### config.mk
export PLATFORM = sky130hd
export DESIGN_NAME = pwm_multi
export DESIGN_NICKNAME = d
export VERILOG_FILES = /design/src/rtl/pwm_pkg.sv /design/src/rtl/pwm_timebase.sv /design/src/rtl/pwm_multi.sv
export SDC_FILE = /design/constraint.sdc
export NUM_CORES = 1
export LEC_CHECK = 0
export CORE_MARGIN = 1.5
export CORE_UTILIZATION = 56
export DETAILED_ROUTE_END_ITERATION = 8
export GPL_ROUTABILITY_DRIVEN = 0
export GPL_TIMING_DRIVEN = 0
export PLACE_DENSITY = 0.8
export SYNTH_ARGS = -nofsm -noshare
export SYNTH_HDL_FRONTEND = slang
export SYNTH_HIERARCHICAL = 1
export SYNTH_SLANG_ARGS = --single-unit
### constraint.sdc
create_clock -name clk -period 2.58 [get_ports clk]
set_input_delay 0.516 -clock clk [delete_from_list [all_inputs] [get_ports clk]]
set_output_delay 0.516 -clock clk [all_outputs]
set_load 0.03 [all_outputs]
### src/rtl/pwm_pkg.sv
`default_nettype none
// ============================================================================
// Module      : pwm_pkg
// Description : Shared types and constants for the multi-channel PWM block.
// Revision    : 1.0 - initial release
// ============================================================================
package pwm_pkg;

    typedef enum logic {
        PWM_EDGE   = 1'b0,
        PWM_CENTER = 1'b1
    } pwm_mode_t;

    localparam logic DIR_UP   = 1'b0;
    localparam logic DIR_DOWN = 1'b1;

endpackage : pwm_pkg
`default_nettype wire

### src/rtl/pwm_timebase.sv
`default_nettype none
// ============================================================================
// Module      : pwm_timebase
// Description : Shared prescaled timebase (sawtooth or triangle) with period
//               boundary detection and a one-clock period_start pulse.
// Revision    : 1.0 - initial release
// ============================================================================
module pwm_timebase
    import pwm_pkg::*;
#(
    parameter int WIDTH      = 8,
    parameter int PRESCALE_W = 8
) (
    input  logic                  clk,
    input  logic                  rst_n,
    input  logic                  enable_i,
    input  logic [PRESCALE_W-1:0] prescale_i,
    input  logic                  center_mode_i,
    output logic [WIDTH-1:0]      cnt_o,
    output logic                  boundary_o,
    output logic                  period_start_o,
    output logic                  running_o
);

    localparam logic [WIDTH-1:0] c_cnt_max = '1;

    logic [PRESCALE_W-1:0] presc_q, presc_d;
    logic [WIDTH-1:0]      cnt_q, cnt_d;
    logic                  dir_q, dir_d;
    pwm_mode_t             mode_q, mode_d;
    logic                  run_q, run_d;
    logic                  pstart_q, pstart_d;
    logic                  w_tick;
    logic                  w_boundary;

    // A live prescale lowered below presc_q must still produce a tick.
    assign w_tick = enable_i && run_q && (presc_q >= prescale_i);

    always_comb begin
        presc_d    = presc_q;
        cnt_d      = cnt_q;
        dir_d      = dir_q;
        mode_d     = mode_q;
        run_d      = enable_i;
        w_boundary = 1'b0;

        if (!enable_i) begin
            presc_d = '0;
            cnt_d   = '0;
            dir_d   = DIR_UP;
        end else if (!run_q) begin
            // First enabled clock: start a fresh period with cnt held at 0.
            w_boundary = 1'b1;
            presc_d    = '0;
            cnt_d      = '0;
            dir_d      = DIR_UP;
        end else begin
            presc_d = w_tick ? '0 : presc_q + 1'b1;
            if (w_tick) begin
                if (mode_q == PWM_EDGE) begin
                    cnt_d = cnt_q + 1'b1;
                    dir_d = DIR_UP;
                    if (cnt_q == c_cnt_max) begin
                        w_boundary = 1'b1;
                    end
                end else if (dir_q == DIR_UP) begin
                    if (cnt_q == c_cnt_max) begin
                        cnt_d = c_cnt_max - 1'b1;
                        dir_d = DIR_DOWN;
                    end else begin
                        cnt_d = cnt_q + 1'b1;
                    end
                end else begin
                    cnt_d = cnt_q - 1'b1;
                    if (cnt_q == {{(WIDTH-1){1'b0}}, 1'b1}) begin
                        w_boundary = 1'b1;
                        dir_d      = DIR_UP;
                    end
                end
            end
        end

        // The counting rule of the ending period decides the wrap; the new
        // mode governs only from the boundary onward.
        if (w_boundary) begin
            mode_d = pwm_mode_t'(center_mode_i);
        end
        pstart_d = w_boundary;
    end

    always_ff @(posedge clk) begin
        if (!rst_n) begin
            presc_q  <= '0;
            cnt_q    <= '0;
            dir_q    <= DIR_UP;
            mode_q   <= PWM_EDGE;
            run_q    <= 1'b0;
            pstart_q <= 1'b0;
        end else begin
            presc_q  <= presc_d;
            cnt_q    <= cnt_d;
            dir_q    <= dir_d;
            mode_q   <= mode_d;
            run_q    <= run_d;
            pstart_q <= pstart_d;
        end
    end

    assign cnt_o          = cnt_q;
    assign boundary_o     = w_boundary;
    assign period_start_o = pstart_q;
    assign running_o      = run_q;

endmodule : pwm_timebase
`default_nettype wire

### src/rtl/pwm_multi.sv
`default_nettype none
// ============================================================================
// Module      : pwm_multi
// Description : Multi-channel PWM generator with shared timebase and
//               per-channel shadowed duty registers.
// Revision    : 1.0 - initial release
// ============================================================================
module pwm_multi
    import pwm_pkg::*;
#(
    parameter int WIDTH      = 8,
    parameter int CHANNELS   = 4,
    parameter int PRESCALE_W = 8
) (
    input  logic                      clk,
    input  logic                      rst_n,
    input  logic                      enable,
    input  logic [PRESCALE_W-1:0]     prescale,
    input  logic                      center_mode,
    input  logic [CHANNELS*WIDTH-1:0] duty,
    input  logic [CHANNELS-1:0]       duty_load,
    output logic [CHANNELS-1:0]       pwm_o,
    output logic                      period_start
);

    logic [WIDTH-1:0] w_cnt;
    logic             w_boundary;
    logic             w_running;

    pwm_timebase #(
        .WIDTH      (WIDTH),
        .PRESCALE_W (PRESCALE_W)
    ) u_timebase (
        .clk            (clk),
        .rst_n          (rst_n),
        .enable_i       (enable),
        .prescale_i     (prescale),
        .center_mode_i  (center_mode),
        .cnt_o          (w_cnt),
        .boundary_o     (w_boundary),
        .period_start_o (period_start),
        .running_o      (w_running)
    );

    for (genvar k = 0; k < CHANNELS; k++) begin : g_ch
        logic [WIDTH-1:0] pend_q;
        logic [WIDTH-1:0] act_q;
        logic             pwm_q;

        // Active duty takes the pending value as it stood before this edge,
        // so a load coinciding with a boundary waits for the next one.
        always_ff @(posedge clk) begin
            if (!rst_n) begin
                pend_q <= '0;
                act_q  <= '0;
                pwm_q  <= 1'b0;
            end else begin
                if (duty_load[k]) begin
                    pend_q <= duty[k*WIDTH +: WIDTH];
                end
                if (w_boundary) begin
                    act_q <= pend_q;
                end
                pwm_q <= enable && w_running && (w_cnt < act_q);
            end
        end

        assign pwm_o[k] = pwm_q;
    end

endmodule : pwm_multi
`default_nettype wire

==> summary.md <==
| Metric | Value |
|---|---|
| Post-synthesis simple-gate area fraction | 17.3% |
| Maximum capacitance violations | 0 |
| Area of the die | 0.00891 mm^2 |
| Area share of fa/ha/maj cells after synthesis | 10.7% |
| Number of buffers added by the clock tree synthesis step | 9 |
| Shortest period the worst path allows | 2500 ps |
| Post-place setup slack | -532 ps |
| Layout overhead on the synthesized area | 18.9% |
| I/O Pins | 53 |
| Status | completed |
| Average cell area after synthesis | 9.58 um^2 |
| Critical path's slowest cell | sky130_fd_sc_hd__nor4_1 |
| Total half-perimeter wirelength after legalization and detailed placement | 7130 um |
| Number of cells produced by synthesis | 488 |
| Vias | 3662 |
| Element type at the critical path start | register |
| Initial Utilization | 57.5% |
| Worst Slack Setup Final | 84.7 ps |
| Cell type contributing the most total cell area after synthesis | sky130_fd_sc_hd__dfxtp_1 |
| Vias in the first global route | 3537 |
| Initial antenna violation count | 0 |
| Setup CP Type | reg -> reg |
| Ratio of cells with drive above 1 in the final layout | 9.24% |
| Combinational family with the most area after synthesis | simple AND/OR/NAND/NOR gates |
| Horizontal die dimension | 94.4 um |
| Most numerous cell types in the synthesized netlist | sky130_fd_sc_hd__dfxtp_1 (88), sky130_fd_sc_hd__mux2i_1 (65), sky130_fd_sc_hd__nor2b_1 (65) |
| Area of the core | 0.00813 mm^2 |
| Final Hold Violating Endpoints | 0 |
| GR Overflow Total | 0 |
| Synthesized net count | 576 |
| Achievable Freq | 0.401 GHz |
| Most Frequent Cell on Critical Path | sky130_fd_sc_hd__buf_4 |
| Dominant cells by area after synthesis | sky130_fd_sc_hd__dfxtp_1 (38%), sky130_fd_sc_hd__mux2i_1 (14%), sky130_fd_sc_hd__ha_1 (11%) |
| Pre-Repair DR Iteration Count | 5 |
| Synthesis Warnings | 6 |
| Arrival time of the worst setup path | 2740 ps |
| Library cells used by synthesis | 51 |
| Number of enable flip-flop cells after synthesis | 0 |
| Antenna violation net count after detailed routing | 0 |
| Die Y | 94.4 um |
| CTS clock-pin slew for the worst setup and hold paths | 80 ps |
| CTS tree | yes |
| Post-CTS setup buffers | 0 |
| Detailed Route Iter0 Violations | 189 |
| CTS hold repair buffers | 0 |
| Per-cell via count in the routed design | 5.57 |
| Power density normalized to cell area | 516 mW/mm^2 |
| Total of flip-flops plus latches after synthesis | 88 |
| Number of cells in the finished layout apart from fillers | 657 |
| List of cells traversed by the critical path | buf_4 > nor4_1 > nand3_1 > a211oi_2 > buf_4 > buf_6 > mux2i_1 > nor2b_1 |
| Maximum fanout count along the critical path | 10 |
| Register cell area after layout | 0.00176 mm^2 |
| Post-placement cell count | 641 |
| VDD IR max | 0.324 mV |
| Post-detailed-route wirelength per cell | 14.8 um |
| P_leak | 2.16 nW |
| Fill cell instance count of the final layout | 630 |
| Post-route DRC | 0 |
| Number of standard-cell rows in the floorplan | 33 |
| Antenna diode count | 0 |
| Slew of the pin with the lowest slew margin | 604 ps |
| Worst rel slew slack | 59.7% |
| Async S/R FF share, synth | 0% |
| Depth of the CTS H-tree | 3 |
| Number of clock sinks | 88 |
| Skew final | 12.6 ps |
| Post-synth top flop | sky130_fd_sc_hd__dfxtp_1 |
| Hold/Removal Path Class | reg -> reg |
| Compound-Gate Fraction of Synth Area | 11.9% |
| Sequential fraction of the synthesis area | 37.7% |
| Share of the cycle needed by the critical path after routing | 96.7% |
| Post-layout power | 0.00287 W |
| Sum of negative setup slack | 0 ps |
| Portion of synthesized cell area occupied by the leading cell type | 37.7% |
| Cell family with the largest share of critical-path delay | simple AND/OR/NAND/NOR gates |
| Post-detailed-routing wire length | 9700 um |
| Multi-input gate area in the final layout | 0.00259 mm^2 |
| Peak per-stage delay on the critical path | 490 ps |
| Clock Tree Buf Depth | 2 |
| Required time of the critical path | 2830 ps |
| GRT Util Overall | 23.4% |
| Pin count of the biggest net entering global routing | 15 |
| First-pass GRT wire length | 16100 um |
| Final count of pins violating max slew | 0 |
| Count of port buffers added during placement | 48 |
| Final layout net count | 635 |
| Proportion of synthesized area in mux cells | 13.9% |
| Xor and xnor area share after synthesis | 1.50% |
| Most frequently used cell type in the post-synthesis netlist | sky130_fd_sc_hd__dfxtp_1 |
| Buffer cell driving the clock tree root | sky130_fd_sc_hd__clkbuf_8 |
| Synth Cell Area | 0.00468 mm^2 |
| Final setup vio count | 0 |
| Insertion delay to the later sink of the worst-skew pair | 350 ps |
| Endpoint class of the critical path | register |
| Combined buffer and inverter count along the critical path | 3 |
logic make-up (layout without fill, tap and decap cells):
family                     count (synthesis)  after routing
muxes                                     65             65
xor gates and xnor gates                   8              8
buffers and inverters                     74            138
and+or+nand+nor                          142            142
adders and majority gates                 40             40
AOI/OAI and AO/OA                         71             71
DFF                                       88             88
path summary, 6_finish.rpt:
check	end	start	slack [ps]	cells past startpoint
hold reg to reg	u_timebase/presc_q[0]$_SDFF_PP0_	u_timebase/presc_q[0]$_SDFF_PP0_	480	1
setup / recovery	g_ch[0].act_q[4]$_SDFFE_PN0P_	u_timebase/cnt_o[3]$_SDFFE_PN0P_	80	8
setup reg to reg	g_ch[0].act_q[4]$_SDFFE_PN0P_	u_timebase/cnt_o[3]$_SDFFE_PN0P_	80	8
hold / removal	u_timebase/presc_q[0]$_SDFF_PP0_	u_timebase/presc_q[0]$_SDFF_PP0_	480	1
metrics by stage:
| step | instance area [um^2] | utilization, % | hold slack [ps] |
|---|---|---|---|
| 3_3_place_gp | 5290 | 65.0 | 446 |
| 3_5_place_dp | 5290 | 65.0 | 462 |
| 6_report | 5560 | 68.4 | 477 |
| 4_1_cts | 5550 | 68.2 | 479 |
| 2_1_floorplan | 4680 | - | 426 |
| 5_1_grt | 5560 | 68.4 | 495 |
power by group:
part / internal [W] / switching, W
logic: 0.000170 / 0.000128
clock network: 0.000670 / 0.000468
registers: 0.00141 / 0.0000256
metal layers:
layer	wire, um	global-route usage, %
met2	4640	39.4
met5	0	0
met4	199	9.33
met3	526	4.51
met1	4340	29.4
cells in the final DEF (no fill, tap or decap), types with 2 or more instances in the layout:
cell                              Yosys  layout
sky130_fd_sc_hd__nor4_1               3       3
sky130_fd_sc_hd__o2111ai_1            4       4
sky130_fd_sc_hd__buf_6                1       4
sky130_fd_sc_hd__bufinv_16            0       3
sky130_fd_sc_hd__clkdlybuf4s50_1      0      48
sky130_fd_sc_hd__nor2_1              13      13
sky130_fd_sc_hd__and3_1               6       6
sky130_fd_sc_hd__and2_1               3       3
sky130_fd_sc_hd__buf_2                9       6
sky130_fd_sc_hd__a21oi_1              5       5
sky130_fd_sc_hd__buf_4                8       9
sky130_fd_sc_hd__inv_1               44      44
sky130_fd_sc_hd__nor3_1               6       6
sky130_fd_sc_hd__a21oi_2              2       2
sky130_fd_sc_hd__a2111oi_2            5       5
sky130_fd_sc_hd__nor2b_1             65      65
sky130_fd_sc_hd__and4_1               2       2
sky130_fd_sc_hd__o221a_2              4       4
sky130_fd_sc_hd__or3b_1               4       4
sky130_fd_sc_hd__o21a_1               4       4
sky130_fd_sc_hd__mux2i_1             65      65
sky130_fd_sc_hd__dfxtp_1             88      86
sky130_fd_sc_hd__dfxtp_2              0       2
sky130_fd_sc_hd__ha_1                40      39
sky130_fd_sc_hd__o21ai_0             11      11
sky130_fd_sc_hd__clkbuf_8             0      10
sky130_fd_sc_hd__o21ai_1              4       4
sky130_fd_sc_hd__xor2_1               6       6
sky130_fd_sc_hd__xnor2_1              2       2
sky130_fd_sc_hd__o211ai_1             5       5
sky130_fd_sc_hd__a211oi_1             8       8
sky130_fd_sc_hd__a2111oi_0            2       2
sky130_fd_sc_hd__clkbuf_1            12      12
sky130_fd_sc_hd__a31oi_1              5       5
sky130_fd_sc_hd__a21boi_0             2       2
sky130_fd_sc_hd__nand3_1             13      13
sky130_fd_sc_hd__nand2_1             19      19
flip-flops by register name, indices dropped and copies added, names as in the netlist:
signal,flops
g_ch.pwm_q,4
u_timebase/cnt_o,8
u_timebase/dir_q,1
u_timebase/presc_q,8
g_ch.act_q,32
u_timebase/period_start_o,1
u_timebase/mode_q,1
g_ch.pend_q,32
u_timebase/running_o,1
worst register-to-register path, cell delays in order (launching register included):
cell	delay (ps)
sky130_fd_sc_hd__dfxtp_1	440
sky130_fd_sc_hd__buf_4	230
sky130_fd_sc_hd__nor4_1	500
sky130_fd_sc_hd__nand3_1	210
sky130_fd_sc_hd__a211oi_2	310
sky130_fd_sc_hd__buf_4	220
sky130_fd_sc_hd__buf_6	190
sky130_fd_sc_hd__mux2i_1	230
sky130_fd_sc_hd__nor2b_1	60
layout make-up:
type | count | area share (%)
buffer | 30 | 3.31
clock buffer | 11 | 2.54
clock inverter | 5 | 1.87
inverter | 44 | 2.97
multi-input combinational | 326 | 46.6
sequential | 88 | 31.7
tap | 105 | 2.36
timing repair buffer | 48 | 8.64
repair_timing:
action / in CTS / in global routing
pin swaps: 0 / 1
resized for setup: 7 / 6
setup endpoints to repair: 30 / 30
No activity file was read; power rests on OpenSTA's default activity.
